==> config.mk <==
export PLATFORM = sky130hd
export DESIGN_NAME = mod_step
export DESIGN_NICKNAME = d
export VERILOG_FILES = /design/src/rtl/seq_mod_pkg.sv /design/src/rtl/mod_step.sv
export SDC_FILE = /design/constraint.sdc
export NUM_CORES = 1
export LEC_CHECK = 0
export ABC_AREA = 1
export ABC_CLOCK_PERIOD_IN_PS = 9000
export CORE_AREA = 8 8 45 47
export DETAILED_ROUTE_END_ITERATION = 10
export DIE_AREA = 0 0 53 55
export DONT_BUFFER_PORTS = 1
export SLEW_MARGIN = 10
export SYNTH_ARGS = -nofsm -noshare
export SYNTH_HDL_FRONTEND = slang
export SYNTH_SLANG_ARGS = --single-unit
==> constraint.sdc <==
create_clock -name vclk -period 9
set_clock_uncertainty 0.15 [all_clocks]
set_input_delay 1.8 -clock vclk [all_inputs]
set_output_delay 1.8 -clock vclk [all_outputs]
set_load 0.02 [all_outputs]
==> src/rtl/seq_mod_pkg.sv <==
// Shared types and width helpers for the streaming divisibility checker.
// Latency: n/a (package only).
// Backpressure: n/a (package only).
package seq_mod_pkg;

  typedef enum logic [1:0] {
    ST_IDLE  = 2'd0,
    ST_ACCUM = 2'd1,
    ST_DONE  = 2'd2
  } state_t;

  // Ceiling log2 for elaboration-time width derivation; clog2(1) = 0.
  function automatic int clog2(input int value);
    int res;
    res = 0;
    for (int i = 0; i < 31; i++) begin
      if ((32'sd1 <<< i) < value) res = i + 1;
    end
    return res;
  endfunction

  // Remainder width: enough bits for 0..divisor-1, never narrower than one bit.
  function automatic int rem_width(input int divisor);
    return (clog2(divisor) < 1) ? 1 : clog2(divisor);
  endfunction

endpackage

==> src/rtl/mod_step.sv <==
// One Horner step of a radix-RADIX number modulo DIVISOR, plus invalid-digit flag.
// Latency: purely combinational, zero cycles.
// Backpressure: none; the caller decides when the result is used.
//
// Ports:
//   rem_in    running remainder before this digit (must be < DIVISOR)
//   digit     incoming digit, MSD-first order
//   rem_out   (rem_in * RADIX + digit') mod DIVISOR
//   digit_bad digit >= RADIX; such a digit contributes 0 to the remainder
module mod_step
  import seq_mod_pkg::*;
#(
  parameter int RADIX   = 10,
  parameter int DIVISOR = 3,
  parameter int DIGIT_W = 4,
  parameter int REM_W   = 2
) (
  input  logic [REM_W-1:0]   rem_in,
  input  logic [DIGIT_W-1:0] digit,
  output logic [REM_W-1:0]   rem_out,
  output logic               digit_bad
);

  // Wide enough that rem_in * RADIX + digit can never overflow.
  localparam int WIDE_W = REM_W + DIGIT_W + clog2(RADIX) + 1;
  localparam logic [WIDE_W-1:0] RADIX_W   = WIDE_W'(RADIX);
  localparam logic [WIDE_W-1:0] DIVISOR_W = WIDE_W'(DIVISOR);

  logic [WIDE_W-1:0] digit_eff;
  logic [WIDE_W-1:0] wide;

  always_comb begin
    digit_bad = (WIDE_W'(digit) >= RADIX_W);
    digit_eff = digit_bad ? '0 : WIDE_W'(digit);
    wide      = (WIDE_W'(rem_in) * RADIX_W) + digit_eff;
    rem_out   = REM_W'(wide % DIVISOR_W);
  end

endmodule

* Word level (Yosys, flattened, before mapping)
Cells that the tools add are included.
Storage, ports and cells: flip-flop bits (word level) 0, input bits 6, output and inout port bits 3, logic and storage cells 5
Operators by class: add/sub/neg operators 1, multiply operators 1, divide/modulo/power cells 1, magnitude comparators 1, multiplexer cells 1
Operators with widths (number):
- modulo 11 x 2 -> 11 bit (second input constant) | 1
- adder 6 x 4 -> 7 bit | 1
- multiplier 2 x 3 -> 5 bit (second input constant) | 1
- greater-or-equal comparator 4 bit (second input constant) | 1
- 2-to-1 mux 4 bit | 1

* Depth between registers and ports, before layout
word-level depth 4, gate-level depth with buffers 23, mapped depth without buffers 23

* Least setup slack after synthesis
Ideal clock, no wire load.
path type input -> output, start in digit[2], end out rem_out[0], arrival time 4.261 ns, required time 7.050 ns, path slack 2.789 ns, stages 21, buffers on the path 0, cell sequence o21ai_0 inv_1 nor2_1 ha_1 a21oi_1 nand2_1 nand2_1 nand3_1 nand2_1 nand2_2 nand2_1 nand2_2 nand2_1 nand2_1 and2_1 ha_1 o21bai_1 nor2_2 nand3_2 nand2_1 nand2_1
Between the ends: longest elaborated chain between the ends 4
RTL lines:
- from (decl) | RTL line mod_step.sv:19 | input logic [DIGIT_W-1:0] digit,
- greater-or-equal comparator 4 bit | RTL line mod_step.sv:33 | digit_bad = (WIDE_W'(digit) >= RADIX_W);
- net digit_bad | RTL line mod_step.sv:21 | output logic digit_bad
- 2-to-1 mux 4 bit | RTL line mod_step.sv:34 | digit_eff = digit_bad ? '0 : WIDE_W'(digit);
- adder 6 x 4 -> 7 bit | RTL line mod_step.sv:35 | wide = (WIDE_W'(rem_in) * RADIX_W) + digit_eff;
- modulo 11 x 2 -> 11 bit | RTL line mod_step.sv:36 | rem_out = REM_W'(wide % DIVISOR_W);
- to (decl) | RTL line mod_step.sv:20 | output logic [REM_W-1:0] rem_out,
The timed path passes the listed nets, and every way through them passes these cells.

* Final worst setup path
start in digit[2], end out rem_out[1]
Same word-level chain as after synthesis.

==> impl_results.md <==
- Status: complete, no violations
- RSZ-0062 raised after global routing: no
- Largest net degree at the start of global routing: 7
- Fillers: 165
- Nets@finish: 82
- Final Wtd Congestion: 0.6618
- Initial DRC Count: 10
- DRC Markers: 0
- Diode count: 0
- Syn avg cell area: 5.667 um2
- Num sequential: 0
- Hold Path Class: in -> out
- Final global-route overflow total: 0
- # setup viols final: 0
- Total die area: 0.002915 mm2
- Worst slew margin: 80.90%
- Worst hold margin: 3702 ps
- Share of cells above drive strength 1: 11.76%
- Initial antenna violation count: 0
- WL per Instance: 8.464 um
- Final Hold Violating Endpoints: 0
- Post-synth net total: 80
- Critical path launch point type: input pin
- DP Wirelength: 646.2 um
- CLK BUF: 0
- Vias in the first global route: 379
- Initial core utilization: 27.85%
- Sequential cell area: 0 um2
- Routed wire length: 711 um
- 1st-pass router iterations: 4
- Max VDD drop: 0.00005030 V
- CTS hold repair buffers: 0
- Critical path required time: 7050 ps
- Routed vias/inst: 4.845
- Mapped cell area: 385.4 um2
- Ys Warns: 0
- Routed Antenna Nets: 0
- Pwr Density: 122.7 mW/mm2
- CP max FO: 6
- Critical path endpoint category: output port
- GRT Total Usage: 5.125%
- Pwr Total: 49.73 uW
- Highest clock rate: 0.1542 GHz
- Least-Margin Pin Slew: 283.5 ps
- Most frequent cells in the layout: 23 x nand2_1, 12 x inv_1, 7 x nand3_1
- Placement Cell Area: 405.4 um2
- Site Rows: 14
- Max-slew violations: 0
- Minimum clock period: 6487 ps
- First-pass GRT wire length: 1283 um
- Ports: 9
- Port-buffer cells: 0
- Vias: 407
- Arrival @ worst endpoint: 4540 ps
- Leak: 0.2575 nW
- Fin crit share: 72.07%
- Max-cap violation count: 0
- Cts repair resizes: 0
- Syn Inst Count: 68
- CORE AREA: 0.001384 mm2
- Die Wd: 53 um
- Critical path class: in -> out
- Count of cell types in the netlist: 17
- Post-CTS setup buffer count: 0
- Register area share after synthesis: 0%
- Die Y: 55 um
- Fin area: 405.4 um2
- Post-route setup TNS: 0 ps
- P&R area growth vs syn: 5.195%
- Most common cell after layout, fill and taps aside: nand2_1
-- metal layers --
layer / global-route usage [%] / share of wire (%)
met2: 10.94 / 49
met1: 5.136 / 44
met3: 1.070 / 6.8
met5: 0 / 0
met4: 0 / 0
-- cells by family (layout without fill, tap and decap cells) --
group                    count (synthesis)  after routing  synth area share [%]
AND/OR/NAND/NOR                         46             46                 61.04
buffers and inverters                   12             12                 11.69
AO/OA/AOI/OAI                            4              4                 5.844
adder cells (fa/ha/maj)                  6              6                 21.43
-- report_power, final --
part | total [mW] | switching [mW] | internal, mW
registers | 0 | 0 | 0
logic | 0.0497 | 0.0335 | 0.0163
clock network | 0 | 0 | 0
total | 0.0497 | 0.0335 | 0.0163
-- metrics by stage --
step	instances	util [%]	worst slack, ps
CTS	84	29.29	2476
floorplan	68	-	2789
global placement	84	29.29	2563
finish	84	29.29	2513
global route	84	29.29	2211
detailed placement	84	29.29	2481
-- cell type report --
| type | instances | area, um2 | share of cell area, % |
|---|---|---|---|
| multi-input combinational | 56 | 340.3 | 83.95 |
| inverter | 12 | 45.04 | 11.11 |
| tap | 16 | 20.02 | 4.938 |
-- final timing paths --
kind,startpoint,to,slack (ps),cells after the start
min,digit[3],digit_bad,3700,2
max,digit[2],rem_out[1],2510,21
-- worst max-delay path, stage by stage --
cell      delay, ps
o21ai_0         250
inv_1           200
nor2_1          120
ha_1            270
a21oi_1         180
nand2_1         120
nand2_1          90
nand3_1         100
nand2_1          90
nand2_2          60
nand2_1          80
nand2_2          90
nand2_1          70
nand2_1          50
and2_1          150
ha_1            170
o21bai_1        160
nor2_2          150
nand3_2          90
nand2_1          70
nand2_1         150
-- Yosys cell counts --
library cell,count,area [um2]
a21oi_1,2,10.01
nand3b_1,1,7.510
inv_1,12,45.04
nand2_1,23,86.33
nand3_1,7,35.03
or2_1,1,6.260
nor2_1,2,7.510
nand2_2,3,18.77
o21bai_1,1,7.510
nand3_2,3,30.03
fa_1,1,20.02
ha_1,5,62.56
nand4_1,3,18.77
nor2_2,1,6.260
o21ai_0,1,5.000
and2_1,1,6.260
nand4_2,1,12.51
No activity file was read; power rests on OpenSTA's default activity.
